File: src/rtl/instr_register_pkg.sv
// Shared instruction-register types: opcode, operand, address and the stored instruction word.
package instr_register_pkg;
  typedef enum logic [2:0] {ZERO, PASSA, PASSB, ADD, SUB, MULT, DIV, MOD} opcode_t;
  typedef logic signed [31:0] operand_t;
  typedef logic [4:0]         address_t;

  typedef struct packed {
    opcode_t  opc;
    operand_t op_a;
    operand_t op_b;
  } instruction_t;
endpackage

File: src/rtl/instr_reader_exec_if.sv
// Control, register-read and result-handshake bundle for instr_reader_exec.
interface instr_reader_exec_if;
  import instr_register_pkg::*;

  logic               start;
  address_t           start_addr;
  logic [5:0]         count;
  address_t           read_pointer;
  instruction_t       instruction_word;
  logic signed [63:0] result;
  opcode_t            result_opc;
  address_t           result_addr;
  logic               result_valid;
  logic               result_ready;
  logic               busy;
  logic               done;
  logic               div_by_zero;

  // master: the reader/executor itself; slave: the register plus stimulus/consumer side
  modport master (
    input  start, start_addr, count, instruction_word, result_ready,
    output read_pointer, result, result_opc, result_addr, result_valid,
           busy, done, div_by_zero
  );

  modport slave (
    output start, start_addr, count, instruction_word, result_ready,
    input  read_pointer, result, result_opc, result_addr, result_valid,
           busy, done, div_by_zero
  );
endinterface

File: src/rtl/instr_reader_exec.sv
// Walks a window of the instruction register, executes each entry, presents results on valid/ready.
// Define INSTR_DIV_MOD_EN to build the DIV/MOD divider; otherwise DIV/MOD yield 0.
module instr_reader_exec
  import instr_register_pkg::*;
(
  input  logic                clk,
  input  logic                reset_n,
  instr_reader_exec_if.master bus
);

  // state | meaning
  // IDLE  | waiting for start; window latched on start
  // FETCH | read_pointer drives the register, word captured at edge
  // EXEC  | result computed from captured word
  // OUT   | result_valid high until result_ready
  // DONE  | one-cycle done pulse
  typedef enum logic [2:0] {IDLE, FETCH, EXEC, OUT, DONE} state_t;

  state_t             state, state_nxt;
  address_t           ptr;
  address_t           rp_hold;
  logic [5:0]         remaining;
  instruction_t       instr_q;
  logic signed [63:0] result_q;
  opcode_t            opc_q;
  address_t           addr_q;
  logic               dbz_q;

  logic signed [63:0] a_ext, b_ext;
  logic signed [63:0] exec_result;
  logic               exec_dbz;
  logic               accept;

  assign accept = (state == OUT) && bus.result_ready;

  always_ff @(posedge clk or negedge reset_n) begin
    if (!reset_n) state <= IDLE;
    else          state <= state_nxt;
  end

  always_comb begin
    state_nxt = state;
    case (state)
      IDLE:    if (bus.start) state_nxt = (bus.count == 6'd0) ? DONE : FETCH;
      FETCH:   state_nxt = EXEC;
      EXEC:    state_nxt = OUT;
      OUT:     if (bus.result_ready) state_nxt = (remaining == 6'd1) ? DONE : FETCH;
      DONE:    state_nxt = IDLE;
      default: state_nxt = IDLE;
    endcase
  end

  assign a_ext = {{32{instr_q.op_a[31]}}, instr_q.op_a};
  assign b_ext = {{32{instr_q.op_b[31]}}, instr_q.op_b};

  // 64-bit operands keep the most-negative / -1 quotient from overflowing
  always_comb begin
    exec_result = '0;
    exec_dbz    = 1'b0;
    case (instr_q.opc)
      ZERO:  exec_result = '0;
      PASSA: exec_result = a_ext;
      PASSB: exec_result = b_ext;
      ADD:   exec_result = a_ext + b_ext;
      SUB:   exec_result = a_ext - b_ext;
      MULT:  exec_result = a_ext * b_ext;
`ifdef INSTR_DIV_MOD_EN
      DIV: begin
        if (b_ext == 64'sd0) exec_dbz    = 1'b1;
        else                 exec_result = a_ext / b_ext;
      end
      MOD: begin
        if (b_ext == 64'sd0) exec_dbz    = 1'b1;
        else                 exec_result = a_ext % b_ext;
      end
`endif
      default: exec_result = '0;
    endcase
  end

  always_ff @(posedge clk or negedge reset_n) begin
    if (!reset_n) begin
      ptr       <= '0;
      rp_hold   <= '0;
      remaining <= '0;
      instr_q   <= '0;
      result_q  <= '0;
      opc_q     <= ZERO;
      addr_q    <= '0;
      dbz_q     <= 1'b0;
    end else begin
      if (state == IDLE && bus.start) begin
        ptr       <= bus.start_addr;
        remaining <= bus.count;
      end
      if (state == FETCH) begin
        instr_q <= bus.instruction_word;
        rp_hold <= ptr;
      end
      if (state == EXEC) begin
        result_q <= exec_result;
        dbz_q    <= exec_dbz;
        opc_q    <= instr_q.opc;
        addr_q   <= rp_hold;
      end
      if (accept) begin
        ptr       <= ptr + 5'd1;
        remaining <= remaining - 6'd1;
      end
    end
  end

  // outside FETCH the register sees the last fetched address, not the advanced pointer
  assign bus.read_pointer = (state == FETCH) ? ptr : rp_hold;
  assign bus.result       = result_q;
  assign bus.result_opc   = opc_q;
  assign bus.result_addr  = addr_q;
  assign bus.div_by_zero  = dbz_q;
  assign bus.result_valid = (state == OUT);
  assign bus.busy         = (state != IDLE);
  assign bus.done         = (state == DONE);

endmodule
File: src/flat_wrapper.sv
// flat-port wrapper written by rule: the top's interface ports become plain ports
module instr_reader_exec_flat import instr_register_pkg::*;
  (clk, reset_n, bus_start, bus_start_addr, bus_count, bus_instruction_word, bus_result_ready, bus_read_pointer, bus_result, bus_result_opc, bus_result_addr, bus_result_valid, bus_busy, bus_done, bus_div_by_zero);
  instr_reader_exec_if bus_i ();
  input  logic clk;
  input  logic reset_n;
  input wire logic [$bits(bus_i.start)-1:0] bus_start;
  input wire logic [$bits(bus_i.start_addr)-1:0] bus_start_addr;
  input wire logic [$bits(bus_i.count)-1:0] bus_count;
  input wire logic [$bits(bus_i.instruction_word)-1:0] bus_instruction_word;
  input wire logic [$bits(bus_i.result_ready)-1:0] bus_result_ready;
  output wire logic [$bits(bus_i.read_pointer)-1:0] bus_read_pointer;
  output wire logic [$bits(bus_i.result)-1:0] bus_result;
  output wire logic [$bits(bus_i.result_opc)-1:0] bus_result_opc;
  output wire logic [$bits(bus_i.result_addr)-1:0] bus_result_addr;
  output wire logic [$bits(bus_i.result_valid)-1:0] bus_result_valid;
  output wire logic [$bits(bus_i.busy)-1:0] bus_busy;
  output wire logic [$bits(bus_i.done)-1:0] bus_done;
  output wire logic [$bits(bus_i.div_by_zero)-1:0] bus_div_by_zero;
  assign bus_i.start = bus_start;
  assign bus_i.start_addr = bus_start_addr;
  assign bus_i.count = bus_count;
  assign bus_i.instruction_word = bus_instruction_word;
  assign bus_i.result_ready = bus_result_ready;
  assign bus_read_pointer = bus_i.read_pointer;
  assign bus_result = bus_i.result;
  assign bus_result_opc = bus_i.result_opc;
  assign bus_result_addr = bus_i.result_addr;
  assign bus_result_valid = bus_i.result_valid;
  assign bus_busy = bus_i.busy;
  assign bus_done = bus_i.done;
  assign bus_div_by_zero = bus_i.div_by_zero;
  instr_reader_exec u_core (.clk(clk), .reset_n(reset_n), .bus(bus_i));
endmodule
File: config.mk
export PLATFORM = sky130hd
export DESIGN_NAME = instr_reader_exec_flat
export DESIGN_NICKNAME = d
export VERILOG_FILES = /design/src/rtl/instr_register_pkg.sv /design/src/rtl/instr_reader_exec_if.sv /design/src/rtl/instr_reader_exec.sv /design/src/flat_wrapper.sv
export SDC_FILE = /design/constraint.sdc
export NUM_CORES = 2
export LEC_CHECK = 0
export CAP_MARGIN = 15
export CORE_AREA = 2 2 271 273
export DETAILED_ROUTE_END_ITERATION = 8
export DIE_AREA = 0 0 273 275
export GPL_TIMING_DRIVEN = 0
export PLACE_DENSITY = 0.8
export SLEW_MARGIN = 20
export SYNTH_ARGS = -nofsm -noshare
export SYNTH_HDL_FRONTEND = slang
export SYNTH_SLANG_ARGS = --single-unit
File: constraint.sdc
create_clock -name clk -period 9.59 [get_ports clk]
set_input_delay 1.4385 -clock clk [delete_from_list [all_inputs] [get_ports clk]]
set_output_delay 1.4385 -clock clk [all_outputs]
set_load 0.02 [all_outputs]
======== Yosys cells after proc, flatten, opt, wreduce, memory -nomap -nowiden ========
Cells that the tools add are included.
word-level totals
  bits in registers ....................... 158
  bits of input ports ..................... 82
  output and inout port bits .............. 81
  logic and storage cells ................. 45
operators by class
  $add $sub $neg .......................... 4
  multipliers ............................. 1
  equality and inequality tests ........... 12
  multiplexer cells ....................... 11
  reduce and logical (&&, ||, !) cells .... 7
operators with widths
  cell                                                                 count
  64-bit one-hot mux with 5 select lines                               1
  32-bit by 32-bit multiplier with 64-bit output                       1
  32-bit by 32-bit adder with 33-bit output                            1
  32-bit by 32-bit subtractor with 33-bit output                       1
  5-bit 2-to-1 mux                                                     3
  3-bit by 2-bit == test with 1-bit output (second input constant)     4
  3-bit 2-to-1 mux                                                     4
  6-bit 2-to-1 mux                                                     2
  3-bit one-hot mux with 4 select lines                                1
  3-bit == test (second input constant)                                3
  3-bit by 1-bit == test with 1-bit output (second input constant)     2
  6-bit by 1-bit == test with 1-bit output (second input constant)     1
  6-bit zero test                                                      1
  6-bit by 1-bit subtractor with 6-bit output (second input constant)  1
  5-bit by 1-bit adder with 5-bit output (second input constant)       1
  2-bit inequality test (second input constant)                        2
  3-bit zero test                                                      1
  3-bit nonzero test                                                   1
  1-bit logical AND                                                    2
  2-bit AND reduction                                                  1
  2-bit nonzero test                                                   1

======== Logic depth before layout (Yosys ltp) ========
  word-level depth ........................ 4
  mapped depth ............................ 30
  gate-level depth less buffers ........... 27

======== Worst setup path after synthesis ========
OpenSTA, ideal clock, no wires.
  kind .................................... register to register
  start ................................... register u_core.instr_q (netlist bit u_core.a_ext[31])
  end ..................................... register u_core.result_q[58], in the netlist u_core.bus.result[58]
  setup time .............................. 0.068 ns
  arrival time ............................ 8.112 ns
  required time ........................... 9.522 ns
  setup slack ............................. 1.410 ns
  stages on the path, launching flop included .. 29
  path buffers ............................ 3
  clock period less this slack ............ 8.180 ns
  path through ............................ dfrtp_1 > clkbuf_1 > clkbuf_1 > nand2_1 > inv_1 > fa_1 > fa_1 > fa_1 > fa_1 > inv_1 > fa_1 > inv_1 > fa_1 > inv_1 > fa_1 > inv_1 > fa_1 > ha_1 > clkbuf_1 > nand4_1 > nor2_1 > nand4_1 > nor2_1 > nand2_1 > o211ai_1 > a31oi_1 > xor2_1 > a221o_1 > nand3_1
between the ends
  cells in the longest elaborated chain, start to end .. 2
  elaborated cells between the ends (all ways) .. 4
  classes of those cells .................. 2 x add/sub; 1 x mul; 1 x mux
ends and longest elaborated chain
  what                                                                          line                      source
  start: declaration                                                            instr_reader_exec.sv:23   instruction_t instr_q;
  start signal: assignment                                                      instr_reader_exec.sv:97   instr_q <= bus.instruction_word;
  32-bit by 32-bit multiplier with 64-bit output, or another cell as far along  instr_reader_exec.sv:66   MULT: exec_result = a_ext * b_ext;
  64-bit one-hot mux with 5 select lines (*)                                    instr_reader_exec.sv:60   case (instr_q.opc)
  end signal: assignment                                                        instr_reader_exec.sv:101  result_q <= exec_result;
  end: declaration                                                              instr_reader_exec.sv:24   logic signed [63:0] result_q;
Every way passes the cells marked *; elsewhere a longest branch is shown, timed or not.
A chain may end at the register's enable or synchronous reset.

======== Worst setup path after layout ========
  start ................................... register u_core.instr_q (netlist bit u_core.a_ext[13])
  end ..................................... register u_core.result_q[35], in the netlist u_core.bus.result[35]
Same word-level chain as after synthesis.

==> summary by stage <==
Drt
After detailed routing, the average wire length per cell comes to 31.9 microns. The number of vias per cell is 6.57. The count of nets left with antenna violations after detail routing is 0. Wires add up to 200,000 microns. After detailed routing, the number of remaining DRC violations is 0. The first TritonRoute pass finished after 9 iterations. Across all layers, the routed design uses 41,310 vias. The first routing iteration left 6,044 violations.

Clocking
TritonCTS built the clock tree. The number of clock buffers added by TritonCTS is 17. The clock latency reported for the late side of the worst-skew pair is 0.45 ns.

The clock root buffer master is clkbuf_16. The number of clock sinks is 158. Clock-pin slew was measured on the worst setup and hold paths at 0.07 ns. The H-tree generated during clock tree synthesis spans 4 levels. The clock passes through at most 2 buffers.

STA
Across all setup checks in the final design, the least slack found is -0.00842 ns. After routing, the total negative slack on setup checks comes to -0.00842 ns. The setup violation total in the final timing report is 1. The part of the cycle the worst path needs is 100%.

The count of pins over their slew limit came to 0. The final critical-path required period is 9.60 ns. The clock arrives with 0.0144 ns of skew. Headroom to the max-slew limit came out at 10.2%. The number of endpoints with negative hold slack in the final report is 0. At the pin with the least slew margin, the transition time is 1.35 ns. The timing-limited maximum frequency is 104 MHz.

Logic synthesis
The synthesized design contains 0 enable-type register cells. The unique cell type count in the Yosys netlist is 79. The total standard cell area after synthesis is 0.0466 sq mm. The total of warnings raised by yosys is 0.

The primary flip-flop cell chosen by synthesis mapping is dfrtp_1. In the synthesized netlist the async set-or-reset flop fraction comes to 100%. The share of the yosys chip area belonging to registers is 8.49%.

Synthesis inferred 158 register bits. The synthesized netlist cell count is 5,091. The number of nets in the synthesized netlist is 6,509.

Dividing the synthesized area by the synthesized cell count gives 9.15 sq um.

Final layout
In the final design database the tool counted 6,709 nets. The most common cell after layout, fill and taps aside is fa_1. The multi-input gate area in the final layout is 0.0376 sq mm. Of the cells placed in the final design, the portion with a size suffix greater than 1 is 3.66%. The library cells used most frequently in the layout, excluding fill and tap cells, are fa_1 (1,081), inv_1 (1,028), nand2_1 (658).

Summing all non-filler instances in the final layout gives an area of 0.0504 sq mm. Registers take 0.00396 sq mm. The area growth from synthesis to final layout is 8.17%. Excluding fillers, the count of instances in the completed layout stands at 6,286. Counting the fill cells in the layout gives 5,608.

Placed design
The wire-length estimate of the detail-placed layout is 162,000 microns. Once placement finished, the instance area stood at 0.0494 sq mm. The last weighted congestion value of the routability-driven placer is 1.09. The number of port buffers is 161. The count of placed standard cells including taps is 6,213.

GRT
The number of antenna violations at the first check in global routing was 29. The via count of the first global-routing pass is 42,178. Global routing used 54.5% of the available tracks across all layers. The global-route congestion overflow total is 0. The first global-routing pass estimated 287,000 microns of wire. Entering global routing, the biggest net connects 82 pins.

Worst setup path
Together, buffers and inverters on the worst path number 7. The critical path data required time is 9.94 ns. On the worst path, the slowest cell contributes a delay of 0.79 ns.

STA puts the critical path data arrival time at 9.95 ns. Among all stages on the critical path, the largest delay is contributed by clkbuf_1. The type of the worst setup path is flop to flop. The launching element type of the critical path is a flop. On the critical path the largest part of the delay comes from adder cells.

The most frequent cell on the critical path is fa_1. The element type at the critical path end is a flop. Of all nets on the critical path, the largest fanout is 10.

Floorplanning
After floorplanning, the core was divided into 99 placement rows. The initial core utilization is 64.4%. The die boundary width is 273 microns. The number of ports placed on the die boundary is 163.

The floorplan core area is 0.0723 sq mm. The vertical die dimension is 275 microns. The floorplan step defined a die boundary enclosing 0.0751 sq mm.

Flow run
Across the run, the number of max-cap violations was 0.

Min path
The worst hold path belongs to the class flop to flop.

Outcome
The final reports fail on negative setup slack. The flow ran to the end, but the final reports show violations.
flip-flops by register name, indices dropped and copies added (netlist names):
| name | flops |
|---|---|
| u_core.bus.result_addr | 5 |
| u_core.state | 3 |
| u_core.remaining | 6 |
| u_core.a_ext | 32 |
| u_core.b_ext | 32 |
| u_core.bus.result_opc | 3 |
| u_core.ptr | 5 |
| u_core.instr_q | 3 |
| u_core.rp_hold | 5 |
| u_core.bus.result | 64 |
metal layers:
layer | part of all wire (%) | GRT usage (%) | routed length (microns)
met1 | 33 | 65.9 | 65500
met4 | 10 | 41.6 | 20800
met3 | 17 | 25.1 | 33000
met5 | 0.091 | 0 | 183
met2 | 40 | 76.1 | 80800
timing repair:
action / CTS / global route
resized for setup: 13 / 77
setup buffers: 2 / 16
pin swaps: 0 / 2
endpoints found under the setup margin: 17 / 18
hold buffers: 0 / 0
cells in the mapped netlist, types with 37 or more instances:
cell type | count | area, sq um
fa_1 | 1084 | 21700
inv_1 | 1033 | 3880
nand2_1 | 658 | 2470
and2_1 | 458 | 2870
clkbuf_1 | 277 | 1040
ha_1 | 252 | 3150
nor2_1 | 201 | 754
dfrtp_1 | 158 | 3950
a21oi_1 | 151 | 756
o21ai_0 | 151 | 756
xnor2_1 | 59 | 517
mux2_2 | 53 | 597
a21o_1 | 40 | 300
nand3_1 | 37 | 185
per-stage QoR:
stage               hold slack (ns)  setup slack, ns  util (%)
detailed placement            0.472            -1.10      68.3
global placement              0.465            -1.20      68.3
CTS                           0.488          0.00571      69.2
global route                  0.529         -0.00533      69.6
finish                        0.487         -0.00842      69.6
floorplan                     0.477             1.41         -
worst reg2reg max path, stage by stage, from the launching register on:
cell	delay [ns]
dfrtp_1	0.70
clkbuf_1	0.80
and2_1	0.29
fa_1	0.43
fa_1	0.51
fa_1	0.59
inv_1	0.08
fa_1	0.47
inv_1	0.06
fa_1	0.51
inv_1	0.06
fa_1	0.54
inv_1	0.05
fa_1	0.50
fa_1	0.43
ha_1	0.46
inv_1	0.33
nor2_1	0.09
o21a_1	0.24
or3_1	0.39
clkbuf_1	0.19
o21ai_0	0.44
o21ai_0	0.36
xor2_1	0.60
a21oi_1	0.17
o21ai_0	0.24
layout make-up:
| class | count | share of cell area (%) |
|---|---|---|
| clock inverter | 13 | 0.288 |
| buffer | 293 | 2.40 |
| multi-input combinational | 3602 | 74.7 |
| antenna | 23 | 0.114 |
| timing repair buffer | 183 | 3.60 |
| sequential | 158 | 7.86 |
| clock buffer | 19 | 0.899 |
| inverter | 1036 | 7.77 |
| tap | 959 | 2.38 |
final timing paths:
path	start	cells past startpoint	slack [ns]	end
worst max register to register	u_core.a_ext[13]	25	-0.008	u_core.bus.result[35]
worst min-delay path	u_core.bus.result[36]	2	0.49	u_core.bus.result[36]
worst min register to register	u_core.bus.result[36]	2	0.49	u_core.bus.result[36]
min in group asynchronous	reset_n	1	0.96	u_core.ptr[2]
worst max-delay path	u_core.a_ext[13]	25	-0.008	u_core.bus.result[35]
max in group asynchronous	reset_n	2	7.80	u_core.a_ext[12]
cells by family after synthesis:
kind of cell             count (synthesis)  share of synthesized area, %
AND/OR/NAND/NOR                       1503                          15.5
flip-flops                             158                          8.49
adder cells (fa/ha/maj)               1336                          53.4
XOR/XNOR                                87                          1.64
buffers and inverters                 1331                          10.8
multiplexers                            62                          1.47
AO/OA/AOI/OAI                          613                          8.72
other                                    1                       0.00805
Power is left out: the tool's default activity adds up to more than one toggle a clock period on the data nets, which glitch-free logic cannot reach.
